File: src/rtl/bcd_pkg.sv
// Purpose: shared BCD definitions (FSM encoding, digit width, add-3 correction constants).
// Latency: none, declarations only.
// Backpressure: none, declarations only.
package bcd_pkg;

    localparam int BCD_DIGIT_W = 4;

    // A digit of 5 or more doubles into 10 or more, so it is pre-corrected by 3 before the shift.
    localparam logic [BCD_DIGIT_W-1:0] ADJ_THRESH = 4'd5;
    localparam logic [BCD_DIGIT_W-1:0] ADJ_VAL    = 4'd3;

    typedef enum logic {
        ST_IDLE  = 1'b0,
        ST_SHIFT = 1'b1
    } state_t;

endpackage

File: src/rtl/dabble_digit.sv
// Purpose: one double-dabble digit correction, out = (in >= 5) ? in + 3 : in.
// Latency: combinational.
// Backpressure: none, pure function of its input.
// Ports: din  - BCD digit before the shift
//        dout - corrected digit, ready to be shifted left by one
module dabble_digit
    import bcd_pkg::*;
(
    input  logic [BCD_DIGIT_W-1:0] din,
    output logic [BCD_DIGIT_W-1:0] dout
);

    always_comb begin
        dout = din;
        if (din >= ADJ_THRESH) begin
            dout = din + ADJ_VAL;
        end
    end

endmodule

File: src/rtl/bin_to_bcd_seq.sv
// Purpose: sequential binary-to-packed-BCD converter (shift-and-add-3), one bit per clock.
// Latency: done pulses in the cycle after BIN_W+1 edges counted from the accepting edge; one result per BIN_W+1 cycles.
// Backpressure: start is taken only while idle; start during busy is dropped, no queuing.
// Ports: clk, rst (sync, active high); start/bin_in request; busy, done pulse,
//        bcd_out (digit 0 in [3:0], held until next done), ovf (value exceeded 10^DIG-1).
module bin_to_bcd_seq
    import bcd_pkg::*;
#(
    parameter int BIN_W = 8,
    parameter int DIG   = 3
) (
    input  logic                         clk,
    input  logic                         rst,
    input  logic                         start,
    input  logic [BIN_W-1:0]             bin_in,
    output logic                         busy,
    output logic                         done,
    output logic [BCD_DIGIT_W*DIG-1:0]   bcd_out,
    output logic                         ovf
);

    localparam int WORK_W = BCD_DIGIT_W * DIG;
    localparam int CNT_W  = $clog2(BIN_W + 1);
    localparam logic [CNT_W-1:0] CNT_LAST = CNT_W'(BIN_W - 1);

    state_t              state;
    state_t              state_nxt;
    logic [CNT_W-1:0]    cnt;
    logic [BIN_W-1:0]    bin_reg;
    logic [WORK_W-1:0]   work_reg;
    logic                ovf_acc;

    logic                accept;
    logic                last;
    logic [WORK_W-1:0]   work_adj;
    logic [WORK_W-1:0]   work_shl;
    logic [BIN_W-1:0]    bin_shl;
    logic                bit_out;

    // ---------------- FSM ----------------
    always_ff @(posedge clk) begin
        if (rst) begin
            state <= ST_IDLE;
        end else begin
            state <= state_nxt;
        end
    end

    always_comb begin
        state_nxt = state;
        accept    = 1'b0;
        last      = 1'b0;
        case (state)
            ST_IDLE: begin
                if (start) begin
                    accept    = 1'b1;
                    state_nxt = ST_SHIFT;
                end
            end
            ST_SHIFT: begin
                if (cnt == CNT_LAST) begin
                    last      = 1'b1;
                    state_nxt = ST_IDLE;
                end
            end
            default: state_nxt = ST_IDLE;
        endcase
    end

    // ---------------- add-3 correction, one instance per digit ----------------
    for (genvar d = 0; d < DIG; d++) begin : g_digit
        dabble_digit u_digit (
            .din  (work_reg[d*BCD_DIGIT_W +: BCD_DIGIT_W]),
            .dout (work_adj[d*BCD_DIGIT_W +: BCD_DIGIT_W])
        );
    end

    // Shift {work, bin} left by one. The bit falling off the top digit is a
    // lost carry of 10^DIG, i.e. the value does not fit in DIG digits.
    assign bit_out  = work_adj[WORK_W-1];
    assign work_shl = {work_adj[WORK_W-2:0], bin_reg[BIN_W-1]};
    assign bin_shl  = bin_reg << 1;

    // ---------------- datapath and output registers ----------------
    always_ff @(posedge clk) begin
        if (rst) begin
            cnt      <= '0;
            bin_reg  <= '0;
            work_reg <= '0;
            ovf_acc  <= 1'b0;
            busy     <= 1'b0;
            done     <= 1'b0;
            bcd_out  <= '0;
            ovf      <= 1'b0;
        end else begin
            done <= 1'b0;
            if (accept) begin
                bin_reg  <= bin_in;
                work_reg <= '0;
                cnt      <= '0;
                ovf_acc  <= 1'b0;
                busy     <= 1'b1;
            end else if (state == ST_SHIFT) begin
                work_reg <= work_shl;
                bin_reg  <= bin_shl;
                ovf_acc  <= ovf_acc | bit_out;
                cnt      <= cnt + CNT_W'(1);
                if (last) begin
                    bcd_out <= work_shl;
                    ovf     <= ovf_acc | bit_out;
                    done    <= 1'b1;
                    busy    <= 1'b0;
                end
            end
        end
    end

endmodule

File: config.mk
export PLATFORM = sky130hd
export DESIGN_NAME = bin_to_bcd_seq
export DESIGN_NICKNAME = d
export VERILOG_FILES = /design/src/rtl/bcd_pkg.sv /design/src/rtl/dabble_digit.sv /design/src/rtl/bin_to_bcd_seq.sv
export SDC_FILE = /design/constraint.sdc
export NUM_CORES = 1
export LEC_CHECK = 0
export BUFFER_PORTS_ARGS = -buffer_cell sky130_fd_sc_hd__buf_2
export CAP_MARGIN = 20
export CORE_MARGIN = 4
export CORE_UTILIZATION = 60
export DETAILED_ROUTE_END_ITERATION = 6
export PLACE_DENSITY = 0.83
export SLEW_MARGIN = 40
export SYNTH_ARGS = -nofsm -noshare
export SYNTH_HDL_FRONTEND = slang
export SYNTH_HIERARCHICAL = 1
export SYNTH_SLANG_ARGS = --single-unit
File: constraint.sdc
create_clock -name clk -period 2.4 [get_ports clk]
set_input_delay 0.72 -clock clk [delete_from_list [all_inputs] [get_ports clk]]
set_output_delay 0.72 -clock clk [all_outputs]
set_load 0.01 [all_outputs]
==> results of run 1 <==
cell usage after synthesis (all sizes together) (4+ instances only):
master / number
o21ai: 6
a21oi: 24
ha: 7
buf: 9
nor2: 23
mux2i: 17
mux2: 7
nand2: 51
nand2b: 6
nor3: 5
inv: 7
xnor2: 4
dfxtp: 41
final cells by class:
type	count	share of cell area, %
Multi-Input combinational cell	156	46.01
Sequential cell	41	40.90
Timing Repair Buffer	27	6.983
Clock buffer	7	2.743
Tap cell	31	1.933
Inverter	7	1.434
layer usage:
layer | global-route usage [%] | up-vias | wire (um) | part of all wire [%]
met5 | 0 | - | 0 | 0
met1 | 23.65 | 638 | 1625 | 48
li1 | - | 748 | - | -
met3 | 6.750 | 6 | 188 | 5.6
met2 | 29.07 | 32 | 1500 | 45
met4 | 8.086 | 0 | 41 | 1.2
cell families after synthesis:
logic type,after synthesis,share of synthesized area (%)
xor+xnor,6,2.828
fa+ha+maj,7,4.714
compound gates,31,9.091
flops,41,44.18
buf+inv,19,6.127
mux,24,13.40
simple gates,88,19.66
per-stage QoR:
step | std cells | instance area [um2] | setup slack, ns | hold WS (ns) | power [uW]
6_report | 269 | 2007 | 0.7759 | 0.4557 | 1131
3_5_place_dp | 262 | 1952 | 0.7091 | 0.4437 | 797.5
4_1_cts | 269 | 2007 | 0.7870 | 0.4602 | 1137
3_3_place_gp | 262 | 1952 | 0.7564 | 0.4395 | 795.3
5_1_grt | 269 | 2007 | 0.5205 | 0.4891 | 1174
2_1_floorplan | 216 | 1858 | 0.9134 | 0.4382 | 783.4
path summary, 6_finish.rpt:
kind,from,endpoint,slack [ns],cells past startpoint
worst max register to register,state,work_reg[6],0.78,4
worst max-delay path,state,work_reg[6],0.78,4
worst min-delay path,bin_reg[4],bin_reg[5],0.46,2
worst min register to register,bin_reg[4],bin_reg[5],0.46,2
worst register-to-register path, cell delays in order (launching register included):
cell	delay (ns)
sky130_fd_sc_hd__dfxtp_1	0.53
sky130_fd_sc_hd__buf_4	0.38
sky130_fd_sc_hd__inv_4	0.11
sky130_fd_sc_hd__a21o_1	0.36
sky130_fd_sc_hd__nor2_1	0.19
power breakdown:
| group | internal, uW | total (uW) | switching [uW] | leakage, uW |
|---|---|---|---|---|
| registers | 693 | 703 | 9.74 | 0.000332 |
| clock network | 138 | 349 | 211 | 0.0000314 |
| logic | 35.9 | 78.9 | 43.0 | 0.000488 |
==> impl_results.md, run 1 <==
* Maximum clock insertion buffer count at 2
* Total count of max-transition violations in the final report at 0
* Ordered cell list for the critical path: buf_4, inv_4, a21o_1, nor2_1
* Clock Skew at between 0.009 and 0.01 ns
* Die area at a little over 0.004 mm2
* Most instantiated flip-flop cell in the synthesis netlist: sky130_fd_sc_hd__dfxtp_1
* Proportion of layout cells with a drive suffix above 1 at 18.49%
* Crit-path max cell delay at 0.53 ns
* Final weighted congestion in routability-driven placement at ~0.85
* Shortest clock period the worst path allows after layout at 1.624 ns
* GRT Overall Usage at between 10% and 20%
* Setup repair bufs after CTS at 0
* Clock root buffer: sky130_fd_sc_hd__clkbuf_4
* Final WL at 3356 um
* Cell with the biggest individual delay on the critical path: sky130_fd_sc_hd__dfxtp_1
* Largest cells by area after synthesis: sky130_fd_sc_hd__dfxtp_1 44%, sky130_fd_sc_hd__nand2_1 10%, sky130_fd_sc_hd__mux2i_1 9.2%
* Skew-Pair Late Insertion Delay at about 0.35 ns
* Total setup violations reported at the end of the flow at 0
* Number of instances in the synthesized netlist at roughly 220
* Max FO, Critical Path at 23
* Summed negative setup slack over all endpoints at 0 ns
* Count of endpoints failing hold in the final timing report at 0
* Via count of the first global-routing pass at between 1,000 and 1,500
* Family of cells with the greatest summed delay on the critical path: flip-flops
* Total area of multi-input combinational cells at 923.4 um2
* Final routed wire length divided by cell count at around 12 um
* Drt first-iter violations at 80
* Total of max-cap violations at 0
* Largest net degree at the start of global routing at 25
* Tightest Hold Check Type: flop to flop
* WS Path Type: flop to flop
* Number of design rule violations left after detail routing at 0
* Clock H-tree levels at 2
* Total via count in the routed design at roughly 1,400
* Sequential cell area fraction in the yosys report at 44.18%
* Number of gates given a new drive strength after cts at 0
* Post-synth design cell area at ~0.0019 mm2
* Unrepaired setup endpoints after global routing: false
* Clock slew at reported path FFs at 0.11 ns
* Final-layout fill cell count at 250
* Number of sinks driven by the clock tree at between 40 and 50
* Headroom to the max-slew limit at about three fifths
* Register bit total from synthesis at 41
* Upper clock frequency limit at 615.7 MHz
* Cell taking the most area after synthesis: sky130_fd_sc_hd__dfxtp_1
* Diodes inserted at 0
* Post-CTS Hold Fix Bufs at 0
* Synth Net Count at between 200 and 250
* Flip-flop and latch area at 820.8 um2
* Number of I/O port buffers at 25
* Die height at 63.65 um
* TritonCTS clock tree: done
* Routed via count divided by cell count at roughly 5.3
* First-pass GRT wire length at 6058 um
* Part of the cycle the worst path needs at approximately two thirds
* Fraction of post-synthesis cell area in the top cell type by area at 44.18%
* Final core area utilization at a little over two thirds
* Count of unique library cells instantiated by Yosys at 25
* Starting utilization of the core area at 65.13%
* Maximum vdd drop at between 0.0003 and 0.0004 V
* Die extent in x at ~64 um
* Area of the core region at 0.002853 mm2
* Net count reported at finish at 256
* Post-synth EDFFs at 0
* CP Launch Type: flop
* Slew of the pin with the lowest slew margin at ~0.6 ns
* Async set or reset register ratio after synthesis at 0%
* Power per unit of standard cell area at 563.4 mW/mm2
* Synth Area per Inst at roughly 8.6 um2
* Cell Rows at 19
* Number of antenna violations at the first check in global routing at 0
* Number of nets with antenna violations after detailed routing at 0
* Kind of end point of the critical path: flop
* Worst Path Buf+Inv at 2
* Number of warnings reported in the yosys synthesis log at 6
* P&R area growth vs syn at 8.013%
* Number of placed I/O pins at 26
* Status: finished, final reports clean
* Congestion Overflow GR at 0
* Arrival time of data at the critical path endpoint at ~1.9 ns
* Number of buffers added by the clock tree synthesis step at 5
* Most common cell after layout, fill and taps aside: sky130_fd_sc_hd__nand2_1
* Detailed placer's ending HPWL at 2374 um
* Leak Pwr at between 0.0008 and 0.0009 uW
* Commonest non-fill, non-tap cells in the layout: 51 x sky130_fd_sc_hd__nand2_1, 41 x sky130_fd_sc_hd__dfxtp_1, 25 x sky130_fd_sc_hd__buf_2
* Number of optimization iterations in the first detailed-route pass at 4
* Critical path required time at 2.68 ns
(Power assumes the default switching activity.)
==> run 2, diff against run 1 <==
Settings changed: ABC_AREA set to 1, CORE_UTILIZATION 60 to 56, PLACE_DENSITY 0.83 to 0.78.
Clock period 2.4 ns to 1.6 ns, I/O delays scaled along.
==> run 2 against run 1 <==
Net effect: critical path depth rose by 5; sequential power increased by 49%; non-clock buffer count increased by 5; register-to-register slack worse by 0.60 ns; wire length up 4.9%; worst setup slack got worse by 0.60 ns; clock skew is essentially flat; via count up 19%; final cell count up 30%; count of clock-buffer cells in the layout shrank 1; synthesized area increased by 5.5%; cell area grew 11%.
==> impl_results.md, run 2 <==
* Leading cell type by number of instances after synthesis: sky130_fd_sc_hd__nand2_1
* Placed standard-cell area at 0.002132 mm2
* Register-to-register path setup slack at 0.17 ns
* Fraction of post-synthesis cell area in the top cell type by area at 41.86%
* Met2 routing resource usage after global routing at ~30%
* Final core area utilization at ~66%
* P&R area growth vs syn at 13.27%
* Cell taking the most area after synthesis: sky130_fd_sc_hd__dfxtp_1
* Starting utilization of the core area at 58.30%
* Proportion of layout cells with a drive suffix above 1 at a little over a fifth
* Number of antenna violations at the first check in global routing at 0
* Routed via count divided by cell count at slightly below 5
* Synth Net Count at just under 300
* Worst path most repeated cell: sky130_fd_sc_hd__nand2_1
* Post-synth design cell area at 0.001961 mm2
* Diodes inserted at 0
* Final standard cell count with taps included and fillers excluded at ~350
* Skew-Pair Late Insertion Delay at approximately 0.34 ns
* Cell with the biggest individual delay on the critical path: sky130_fd_sc_hd__dfxtp_1
* Maximum vdd drop at 0.0007771 V
* Number of buffers added by the clock tree synthesis step at 5
* Cell Rows at 21
* Total setup violations reported at the end of the flow at 0
* Part of the cycle the worst path needs at approximately nine tenths
* Final WL at roughly 3500 um
* Ordered cell list for the critical path: inv_1, ha_1, nand2_1, nand2_2, nor2_4, a21oi_2, or2_2, nand2_1, nand2_1
* Final weighted congestion in routability-driven placement at 0.8232
* Total of max-cap violations at 0
* Kind of end point of the critical path: flop
* Final routed wire length divided by cell count at 10.03 um
* Count of endpoints failing hold in the final timing report at 0
* TritonCTS clock tree: done
* Area of the core region at between 0.003 and 0.004 mm2
* Most common cell after layout, fill and taps aside: sky130_fd_sc_hd__nand2_1
* Clock group share of total power at a little under two fifths
* Headroom to the max-slew limit at between 50% and 60%
* Synth Area per Inst at ~7 um2
* Post-synth EDFFs at 0
* Sequential cell area fraction in the yosys report at 41.86%
* Number of placed I/O pins at 26
* Switching part of the total power at 22.81%
* Die area at 0.004512 mm2
* Most instantiated flip-flop cell in the synthesis netlist: sky130_fd_sc_hd__dfxtp_1
* Top Usage Layer GRT: met2
* Die height at 67.17 um
* Number of design rule violations left after detail routing at 0
* WS Path Type: flop to flop
* Leak Pwr at between 0.001 and 0.0015 uW
* Number of instances in the synthesized netlist at 274
* Post-placement cell count at around 340
* Clock slew at reported path FFs at between 0.1 and 0.15 ns
* Reg power frac at a little under three fifths
* Area of all placed cells without fillers at approximately 0.0022 mm2
* NetSw at about 430 uW
* Upper clock frequency limit at 699.9 MHz
* Drt first-iter violations at 101
* Crit-path max cell delay at between 0.3 and 0.4 ns
* Number of optimization iterations in the first detailed-route pass at 4
* Number of warnings reported in the yosys synthesis log at 6
* Clock Skew at roughly 0.0093 ns
* Internal power component at approximately 1500 uW
* Net count reported at finish at 322
* Number of I/O port buffers at 25
* Post-CTS Hold Fix Bufs at 0
* Number of gates given a new drive strength after cts at 0
* Maximum clock insertion buffer count at 2
* Clock H-tree levels at 2
* Largest cells by area after synthesis: sky130_fd_sc_hd__dfxtp_1 42%, sky130_fd_sc_hd__nand2_1 21%, sky130_fd_sc_hd__ha_1 4.5%
* Detailed placer's ending HPWL at roughly 2600 um
* Met1 track demand over resource in global routing at 23.24%
* First-pass GRT wire length at 6334 um
* Critical path required time at ~1.9 ns
* Unrepaired setup endpoints after global routing: false
* Total via count in the routed design at around 1,700
* Commonest non-fill, non-tap cells in the layout: 110 x sky130_fd_sc_hd__nand2_1, 41 x sky130_fd_sc_hd__dfxtp_1, 25 x sky130_fd_sc_hd__buf_2
* Met3 layer usage reported by global route at roughly 4.3%
* Shortest clock period the worst path allows after layout at between 1 and 1.5 ns
* Number of sinks driven by the clock tree at 41
* Via count of the first global-routing pass at 1,517
* GRT Overall Usage at a little under a fifth
* Relative contribution of combinational cells to total power at ~6.6%
* Clock root buffer: sky130_fd_sc_hd__clkbuf_4
* Total count of max-transition violations in the final report at 0
* Arrival time of data at the critical path endpoint at about 1.7 ns
* Slew of the pin with the lowest slew margin at approximately 0.63 ns
* Async set or reset register ratio after synthesis at 0%
* Top cells by instance count after synthesis: 110 x sky130_fd_sc_hd__nand2_1, 41 x sky130_fd_sc_hd__dfxtp_1, 21 x sky130_fd_sc_hd__inv_1, 18 x sky130_fd_sc_hd__nor2_1
* Summed negative setup slack over all endpoints at 0 ns
* Tightest Hold Check Type: input port to flop
* CP Launch Type: flop
* Setup repair bufs after CTS at 0
* Largest net degree at the start of global routing at 21
* Status: finished, final reports clean
* Count of unique library cells instantiated by Yosys at 22
* Power per unit of standard cell area at 849.2 mW/mm2
* Congestion Overflow GR at 0
* Max FO, Critical Path at 4
* Register bit total from synthesis at ~40
* Number of nets with antenna violations after detailed routing at 0
* Die extent in x at 67.17 um
* Worst Hold Slack at roughly 0.37 ns
## run 2: cell count changes after synthesis, sizes merged, moves of 4 or more
cell    before  now
nand2       51  114
inv          7   25
a21oi       24   20
nand2b       6    0
o21ai        6   11
mux2i       17    0
xnor2        4    0
nand3        0   17
mux2         7    0
## run 2: final cells by class
class / count / area [um2]
clock buffer: 6 / 51.30
tap: 46 / 57.56
inverter: 25 / 93.84
sequential: 41 / 820.8
timing repair buffer: 32 / 177.7
clock inverter: 2 / 37.54
multi-input combinational: 199 / 982.2
fill: 320 / 1142
## run 2: layer usage
layer  share of wire, %  routed length [um]
met4               0.97                  34
met3                4.6                 162
met2                 44                1567
met5                  0                   0
met1                 50                1759
## run 2: worst paths after layout
| check | end | start | cells past startpoint |
|---|---|---|---|
| min | bin_reg[0] | bin_in[0] | 3 |
| max | ovf | work_reg[9] | 9 |
| max reg2reg | ovf | work_reg[9] | 9 |
| min reg2reg | bcd_out[7] | bcd_out[7] | 2 |
## run 2: worst max-delay path, delay by kind of cell (launching register included)
kind,cells,cell delay (ns)
compound gates,1,0.05
simple gates,6,0.64
flops,1,0.39
buf+inv,1,0.09
fa+ha+maj,1,0.17
## run 2: kinds of logic after synthesis
family / Yosys count / synth area share, %
AO/OA/AOI/OAI: 31 / 9.637
adder cells (fa/ha/maj): 7 / 4.467
buffers and inverters: 34 / 8.041
flip-flops: 41 / 41.86
AND/OR/NAND/NOR: 161 / 35.99
## run 2: power groups by stage
stage	Sequential [uW]	Combinational, uW	Clock, uW
3_3_place_gp	1070	124	0
4_1_cts	1050	125	723
6_report	1050	125	711
3_5_place_dp	1070	124	0
2_1_floorplan	1070	91.0	0
5_1_grt	1050	143	771
## run 2: per-stage QoR
step | total power, uW | setup WS [ns]
floorplan | 1162 | 0.2699
global placement | 1197 | 0.2307
detailed placement | 1197 | 0.1870
CTS | 1898 | 0.1691
global route | 1968 | 0.06596
finish | 1886 | 0.1712
